===== src/rtl/demux_stream_scheduler_if.sv =====
// ---------------------------------------------------------------------------
// demux_stream_scheduler_if
// Bundles the input stream, the steering controls and the per-channel output
// handshakes of the 1-to-N demux scheduler.
//   in_valid/in_data/in_dest/in_ready : single input stream (valid/ready)
//   mode/en_mask                      : steering mode and channel enables
//   out_valid/out_data/out_ready      : N output channels, channel i data at
//                                       out_data[i*WIDTH +: WIDTH]
//   drop_cnt                          : saturating count of dropped words
// master = stream producer / channel consumers, slave = scheduler.
// ---------------------------------------------------------------------------
interface demux_stream_scheduler_if #(
    parameter int WIDTH = 8,
    parameter int N     = 4,
    parameter int SELW  = 2
);
    logic                 in_valid;
    logic [WIDTH-1:0]     in_data;
    logic [SELW-1:0]      in_dest;
    logic                 in_ready;
    logic                 mode;
    logic [N-1:0]         en_mask;
    logic [N-1:0]         out_valid;
    logic [N*WIDTH-1:0]   out_data;
    logic [N-1:0]         out_ready;
    logic [7:0]           drop_cnt;

    modport master (
        output in_valid, in_data, in_dest, mode, en_mask, out_ready,
        input  in_ready, out_valid, out_data, drop_cnt
    );

    modport slave (
        input  in_valid, in_data, in_dest, mode, en_mask, out_ready,
        output in_ready, out_valid, out_data, drop_cnt
    );
endinterface


===== src/rtl/demux_stream_scheduler.sv =====
// ---------------------------------------------------------------------------
// demux_stream_scheduler
// Steers each word of one valid/ready input stream into one of N one-entry
// output registers, either in strict round-robin order over the enabled
// channels (mode = 0) or by the per-word destination field (mode = 1).
// Directed words aimed at a disabled channel are accepted and dropped, and
// counted in a saturating 8-bit counter.
// Ports:
//   clk    : rising-edge clock
//   rst    : asynchronous active-high reset
//   io_bus : demux_stream_scheduler_if.slave (stream in, channels out)
// ---------------------------------------------------------------------------
module demux_stream_scheduler #(
    parameter int WIDTH = 8,
    parameter int N     = 4,
    parameter int SELW  = 2
) (
    input  logic                     clk,
    input  logic                     rst,
    demux_stream_scheduler_if.slave  io_bus
);

    logic [N-1:0]      r_full;
    logic [WIDTH-1:0]  r_data [N];
    logic [SELW-1:0]   r_rr_ptr;
    logic [7:0]        r_drop_cnt;

    logic [N-1:0]      w_free;
    logic              w_rr_found;
    logic [SELW-1:0]   w_rr_tgt;
    logic [SELW-1:0]   w_idx;
    logic [SELW-1:0]   w_tgt;
    logic              w_tgt_en;
    logic              w_in_ready;
    logic              w_accept;
    logic              w_load;
    logic              w_drop;

    // A channel can take a word when empty, or when its word leaves this cycle
    always_comb begin
        w_free = ~r_full | io_bus.out_ready;
    end

    // Round-robin: first enabled channel at or above the pointer, wrapping
    always_comb begin
        w_rr_found = 1'b0;
        w_rr_tgt   = r_rr_ptr;
        w_idx      = r_rr_ptr;
        for (int k = 0; k < N; k++) begin
            w_idx = r_rr_ptr + SELW'(k);
            if (!w_rr_found && io_bus.en_mask[w_idx]) begin
                w_rr_found = 1'b1;
                w_rr_tgt   = w_idx;
            end else begin
                w_rr_found = w_rr_found;
            end
        end
    end

    // Target channel and whether it may actually be written
    always_comb begin
        w_tgt    = w_rr_tgt;
        w_tgt_en = w_rr_found;
        if (io_bus.mode) begin
            w_tgt    = io_bus.in_dest;
            w_tgt_en = io_bus.en_mask[io_bus.in_dest];
        end else begin
            w_tgt    = w_rr_tgt;
            w_tgt_en = w_rr_found;
        end
    end

    // Ready: a disabled directed target always accepts (the word is dropped);
    // round-robin never skips past a busy target, preserving rotation order
    always_comb begin
        w_in_ready = 1'b0;
        if (rst) begin
            w_in_ready = 1'b0;
        end else if (io_bus.mode && !w_tgt_en) begin
            w_in_ready = 1'b1;
        end else begin
            w_in_ready = w_tgt_en && w_free[w_tgt];
        end
    end

    // Transfer qualifiers for this cycle
    always_comb begin
        w_accept = io_bus.in_valid && w_in_ready;
        w_load   = w_accept && w_tgt_en;
        w_drop   = w_accept && io_bus.mode && !w_tgt_en;
    end

    // Channel registers, rotation pointer and drop counter
    always_ff @(posedge clk or posedge rst) begin
        if (rst) begin
            r_full     <= {N{1'b0}};
            r_rr_ptr   <= {SELW{1'b0}};
            r_drop_cnt <= 8'd0;
            for (int i = 0; i < N; i++) begin
                r_data[i] <= {WIDTH{1'b0}};
            end
        end else begin
            for (int i = 0; i < N; i++) begin
                // a refill wins over a drain, so the full flag stays set
                if (w_load && (w_tgt == SELW'(i))) begin
                    r_full[i] <= 1'b1;
                    r_data[i] <= io_bus.in_data;
                end else if (r_full[i] && io_bus.out_ready[i]) begin
                    r_full[i] <= 1'b0;
                end else begin
                    r_full[i] <= r_full[i];
                end
            end
            if (w_accept && !io_bus.mode) begin
                r_rr_ptr <= w_tgt + SELW'(1'b1);
            end else begin
                r_rr_ptr <= r_rr_ptr;
            end
            if (w_drop && (r_drop_cnt != 8'd255)) begin
                r_drop_cnt <= r_drop_cnt + 8'd1;
            end else begin
                r_drop_cnt <= r_drop_cnt;
            end
        end
    end

    assign io_bus.in_ready  = w_in_ready;
    assign io_bus.out_valid = r_full;
    assign io_bus.drop_cnt  = r_drop_cnt;

    for (genvar g = 0; g < N; g++) begin : g_out
        assign io_bus.out_data[g*WIDTH +: WIDTH] = r_data[g];
    end

endmodule


===== src/flat_wrapper.sv =====
// flat-port wrapper written by rule: the top's interface ports become plain ports
module demux_stream_scheduler_flat 
#(
    parameter int WIDTH = 8,
    parameter int N     = 4,
    parameter int SELW  = 2
)
  (clk, rst, io_bus_in_valid, io_bus_in_data, io_bus_in_dest, io_bus_mode, io_bus_en_mask, io_bus_out_ready, io_bus_in_ready, io_bus_out_valid, io_bus_out_data, io_bus_drop_cnt);
  demux_stream_scheduler_if #(.WIDTH(WIDTH), .N(N), .SELW(SELW)) io_bus_i ();
  input  logic clk;
  input  logic rst;
  input wire logic [$bits(io_bus_i.in_valid)-1:0] io_bus_in_valid;
  input wire logic [$bits(io_bus_i.in_data)-1:0] io_bus_in_data;
  input wire logic [$bits(io_bus_i.in_dest)-1:0] io_bus_in_dest;
  input wire logic [$bits(io_bus_i.mode)-1:0] io_bus_mode;
  input wire logic [$bits(io_bus_i.en_mask)-1:0] io_bus_en_mask;
  input wire logic [$bits(io_bus_i.out_ready)-1:0] io_bus_out_ready;
  output wire logic [$bits(io_bus_i.in_ready)-1:0] io_bus_in_ready;
  output wire logic [$bits(io_bus_i.out_valid)-1:0] io_bus_out_valid;
  output wire logic [$bits(io_bus_i.out_data)-1:0] io_bus_out_data;
  output wire logic [$bits(io_bus_i.drop_cnt)-1:0] io_bus_drop_cnt;
  assign io_bus_i.in_valid = io_bus_in_valid;
  assign io_bus_i.in_data = io_bus_in_data;
  assign io_bus_i.in_dest = io_bus_in_dest;
  assign io_bus_i.mode = io_bus_mode;
  assign io_bus_i.en_mask = io_bus_en_mask;
  assign io_bus_i.out_ready = io_bus_out_ready;
  assign io_bus_in_ready = io_bus_i.in_ready;
  assign io_bus_out_valid = io_bus_i.out_valid;
  assign io_bus_out_data = io_bus_i.out_data;
  assign io_bus_drop_cnt = io_bus_i.drop_cnt;
  demux_stream_scheduler #(.WIDTH(WIDTH), .N(N), .SELW(SELW)) u_core (.clk(clk), .rst(rst), .io_bus(io_bus_i));
endmodule

===== config.mk =====
export PLATFORM = sky130hd
export DESIGN_NAME = demux_stream_scheduler_flat
export DESIGN_NICKNAME = d
export VERILOG_FILES = /design/src/rtl/demux_stream_scheduler_if.sv /design/src/rtl/demux_stream_scheduler.sv /design/src/flat_wrapper.sv
export SDC_FILE = /design/constraint.sdc
export NUM_CORES = 1
export LEC_CHECK = 0
export CAP_MARGIN = 20
export CORE_AREA = 2 2 75 77
export CTS_CLUSTER_DIAMETER = 200
export DETAILED_ROUTE_END_ITERATION = 6
export DIE_AREA = 0 0 77 79
export GPL_TIMING_DRIVEN = 0
export PLACE_DENSITY = 0.77
export REMOVE_ABC_BUFFERS = 1
export SYNTH_ARGS = -nofsm -noshare
export SYNTH_HDL_FRONTEND = slang
export SYNTH_SLANG_ARGS = --single-unit

===== constraint.sdc =====
create_clock -name clk -period 3.25 [get_ports clk]
set_input_delay 0.4875 -clock clk [delete_from_list [all_inputs] [get_ports clk]]
set_output_delay 0.4875 -clock clk [all_outputs]
set_load 0.05 [all_outputs]

# --- Word-level counts from Yosys, hierarchy flattened ---
# Cells that the tools add are included.
classes:
  n_addsub: 5
  order_cmp: 6
  n_eq_ne: 4
  mux: 31
  bitwise: 2
  n_reduce_logical: 29
ops:
  columns: ["cell", "n"]
  rows:
  - ["$mux W1", 21]
  - ["$logic_and A1 B1 Y1", 19]
  - ["$lt A2 B3 Y1 const B", 6]
  - ["$bmux W1 S2", 6]
  - ["$add A8 B1 Y8 const B", 1]
  - ["$mux W2", 4]
  - ["$ne A8 B8 Y1 const B", 1]
  - ["$reduce_bool A2 Y1", 4]
  - ["$logic_not A1 Y1", 5]
  - ["$add A2 B1 Y2 const B", 2]
  - ["$add A2 B2 Y2 const B", 2]
  - ["$eq A2 B2 Y1 const B", 2]
  - ["$not A4 Y4", 1]
  - ["$or A4 B4 Y4", 1]
  - ["$eq A2 B1 Y1 const B", 1]
  - ["$logic_not A2 Y1", 1]
totals:
  ff_bits: 46
  in_bits: 22
  out_inout_bits: 45
  wordCells: 87

# --- Longest topological paths before layout ---
depth:
  word_depth: 22
  depth_mapped: 12
  mapped_depth_nobuf: 10

# --- Least setup slack after synthesis ---
# OpenSTA, ideal clock, no wires.
synth_path:
  kind: "input to output"
  start: "input io_bus_en_mask[0]"
  end: "output io_bus_in_ready"
  arrival_ns: 3.224
  t_required_ns: 2.762
  path_slack_ns: -0.461
  stages: 7
  path_buffers: 1
  path_cell_list: "buf_2 or3b_1 a21oi_2 o22ai_1 o32ai_4 o21ai_0 a221oi_1"
synth_between:
  elab_chain_len: 18
  elab_cells_between_ends: 32
  classes_between: "23 x mux; 9 x reduce/logical"
synth_rtl:
  columns: ["element", "line_no", "text"]
  rows:
  - ["from (decl)", "flat_wrapper.sv:16", "input wire logic [$bits(io_bus_i.en_mask)-1:0] io_bus_en_mask;"]
  - ["$bmux W1 S2", "demux_stream_scheduler.sv:51", "if (!w_rr_found && io_bus.en_mask[w_idx]) begin"]
  - ["$mux W1 (not written as such)", "demux_stream_scheduler.sv:51", null]
  - ["$mux W1", "demux_stream_scheduler.sv:51", null]
  - ["$logic_not A1 Y1", "demux_stream_scheduler.sv:51", null]
  - ["$logic_and A1 B1 Y1", "demux_stream_scheduler.sv:51", null]
  - ["$mux W1", "demux_stream_scheduler.sv:51", null]
  - ["$logic_not A1 Y1", "demux_stream_scheduler.sv:51", null]
  - ["$logic_and A1 B1 Y1", "demux_stream_scheduler.sv:51", null]
  - ["[2 not listed]", null, null]
  - ["$logic_and A1 B1 Y1", "demux_stream_scheduler.sv:51", null]
  - ["$mux W2", "demux_stream_scheduler.sv:51", null]
  - ["$mux W2", "demux_stream_scheduler.sv:64", "if (io_bus.mode) begin"]
  - ["$bmux W1 S2", "demux_stream_scheduler.sv:82", "w_in_ready = w_tgt_en && w_free[w_tgt];"]
  - ["$mux W1 (not written as such)", "demux_stream_scheduler.sv:82", null]
  - ["$logic_and A1 B1 Y1", "demux_stream_scheduler.sv:82", null]
  - ["$mux W1 *", "demux_stream_scheduler.sv:79", "end else if (io_bus.mode && !w_tgt_en) begin"]
  - ["$mux W1 *", "demux_stream_scheduler.sv:77", "if (rst) begin"]
  - ["to (decl)", "flat_wrapper.sv:18", "output wire logic [$bits(io_bus_i.in_ready)-1:0] io_bus_in_ready;"]
# Every way passes the cells marked *; elsewhere a longest branch is shown, timed or not. The select of a mux whose other input is x is not followed.

# --- Final worst setup path ---
layout_path:
  start: "input io_bus_en_mask[2]"
  end: "output io_bus_in_ready"
# Same word-level chain as after synthesis.

==> metrics.cfg <==
[global_routing]
grt.total_usage_pct = 18.73
grt_pass1_wl_um = 8990
grt_pass1_vias = 1829
antenna_found_initial = 0
grt_max_degree = 42
grt-ovfl-total = 0

[sta]
clock_skew_ps = 5.575
finalWorstSetupSlack_ps = 74.07
hold_ws_ps = 475.1
min_period_over_period_pct = 97.72
finalHoldViolations = 0
fmax_mhz = 314.9
slew_violations = 0
setup_violations = 0
fin_crit_ps = 3176
relSlewSlack_pct = 41.49
worst-slew-pin-transition_ps = 874.9

[clock_network]
cts-buffers-inserted = 5
tritoncts = yes
cts_hold_buffers = 0
htreeDepth = 2
clockBufferDepth = 2
cts_sinks = 46
clkTransAtPathRegs_ps = 80
clk_latency_ps = 290
cts_root_buf = clkbuf_8

[pwr]
power_mw = 3.272
irDropWorstVdd_mv = 0.7539
power_density_mw_per_mm2 = 975.8
p_leak_nw = 1.406

[floorplanning]
std_cell_rows = 27
die_width_um = 77
dieArea_mm2 = 0.006083
coreArea_mm2 = 0.005338
die_y_um = 79
initial_core_util_pct = 45.64
ios = 67

[logic_synthesis]
ys_top_cells_by_count = dfrtp_1 (46), mux2_2 (32), nand2_1 (12), inv_1 (9), a211oi_1 (7)
seq_area_frac_synth_pct = 47.25
synth.area.top_cells = dfrtp_1 (47%), mux2_2 (15%), o211ai_4 (3.5%)
syn-cell-area_mm2 = 0.002436
netlist.area_leader.share_pct = 47.25
synth_async_sr_flop_share_pct = 100.0
yosysTopAreaCell = dfrtp_1
synth-edff-count = 0
yosys.cell_types.count = 50
ys_ff_latch = 46
yosysMostFrequentCell = dfrtp_1
yosysWarnings = 0
synth_top_flop_cell = dfrtp_1
synth_cells = 197
syn_avg_cell_area_um2 = 12.37

[critical_path]
cp-start-kind = input port
worstPathMaxFanout = 15
regToRegStartpoint = u_core.r_rr_ptr[1]
slowest_delay_ps = 510
cp.arrival_ps = 2690
crit_chain = clkdlybuf4s15_2 -> or4b_1 -> a211oi_1 -> a2111oi_2 -> buf_4 -> o32ai_4 -> o21ai_0 -> a221oi_2 -> buf_4
r2r_slack_ps = 270
required_ps = 2760
cp-end-kind = output port
critical_path_class = in2out
cpMaxStageDelayCell = or4b_1
startpoint = io_bus_en_mask[2]
cpMostUsedCell = buf_4

[cells_and_area]
final_area_mm2 = 0.003353
diodes = 0
area_growth_pct = 37.65
instances_no_fill = 346
num-fill-cells = 450
drive_above_1_share_pct = 26.28
final_nets = 300

[placed_design]
gp_routability_congestion = 0.8508
port_buffers = 66
dpl-instance-area_mm2 = 0.003166
dp_slack_ps = -1805
hpwlAfterDp_um = 3867
dp_cells = 329

[routing]
drcViolationCount = 0
dr.pass1.iters = 4
via_per_inst = 5.275
wl_met2_um = 2756
via_count = 1825
top_layer_used = met4
dr_wl_met3_um = 406
drt-met1-wl_um = 2373
avgRoutedWirePerCell_um = 16.17
routed_wl_um = 5596
ant_nets = 0
detail_route.iter0.violations = 51

[flow_run]
drv_cap = 0

[status]
status = complete, no violations

[hold_path]
hold_path_class = in2async

[sequential cells by signal (all words and copies together), names as in the netlist]
name	cells
u_core.io_bus.out_data	32
u_core.r_rr_ptr	2
u_core.io_bus.out_valid	4
u_core.io_bus.drop_cnt	8
[layer usage]
metal / GRT usage (%) / up-vias
met5: 0 / -
met4: 5.179 / 0
met3: 6.477 / 6
met2: 30.96 / 50
met1: 23.56 / 885
li1: - / 884
[report_power, final]
part           switching [mW]  leakage, nW  internal (mW)  total, mW
sequential              0.158        0.569          0.815      0.973
combinational            1.20        0.782          0.720       1.92
clock                   0.184       0.0544          0.195      0.378
total                    1.54         1.41           1.73       3.27
[through the flow]
stage,util (%),setup TNS (ps)
finish,62.82,0
global route,62.82,-73.66
CTS,61.84,0
detailed placement,59.31,-44730
global placement,58.93,-51110
floorplan,-,-2963
[critical path: cells and delay by family]
family,cells,cell delay [ps]
AOI/OAI and AO/OA,5,960
buffers and inverters,3,730
and+or+nand+nor,1,510
[final cells by class]
cell class	instances	area, um2	area share [%]
clock buffers	7	96.34	2.873
clock inverters	1	8.758	0.2612
inverters	9	33.78	1.007
multi-input cells	135	1224	36.49
flip-flops and latches	46	1154	34.40
well taps	72	90.09	2.687
repair buffers	76	747.0	22.28
[cells in the final DEF (no fill, tap or decap), drive strengths merged, types with 5 or more instances in the layout]
cell,Yosys,final
o21ai,5,5
clkdlybuf4s50,0,60
dfrtp,46,46
buf,6,11
a211oi,7,7
inv,9,9
o211ai,5,5
nand2,12,12
mux2,34,34
ha,5,5
nand2b,5,5
xnor2,6,6
clkbuf,1,8
[kinds of logic after synthesis]
logic type	after synthesis	synth area share, %
xor+xnor	8	2.876
compound gates	34	13.20
mux	37	17.98
flops	46	47.25
simple gates	51	13.05
fa+ha+maj	5	2.568
buf+inv	16	3.081
[repair_timing]
action / in CTS / in global routing
resized for setup: 19 / 5
endpoints found under the hold margin: 0 / 0
setup endpoints to repair: 39 / 1
pin swaps: 3 / 2
buffers inserted: 3 / 6
[final timing paths]
check,endpoint,cells past startpoint
setup / recovery,io_bus_in_ready,9
hold / removal,u_core.io_bus.out_valid[3],2
setup reg to reg,u_core.io_bus.out_data[28],10
hold reg to reg,u_core.io_bus.out_data[13],1
max in group asynchronous,u_core.r_rr_ptr[1],3
min in group clk,u_core.io_bus.out_data[13],1
Note: power is estimated with default switching activity, not from simulation.
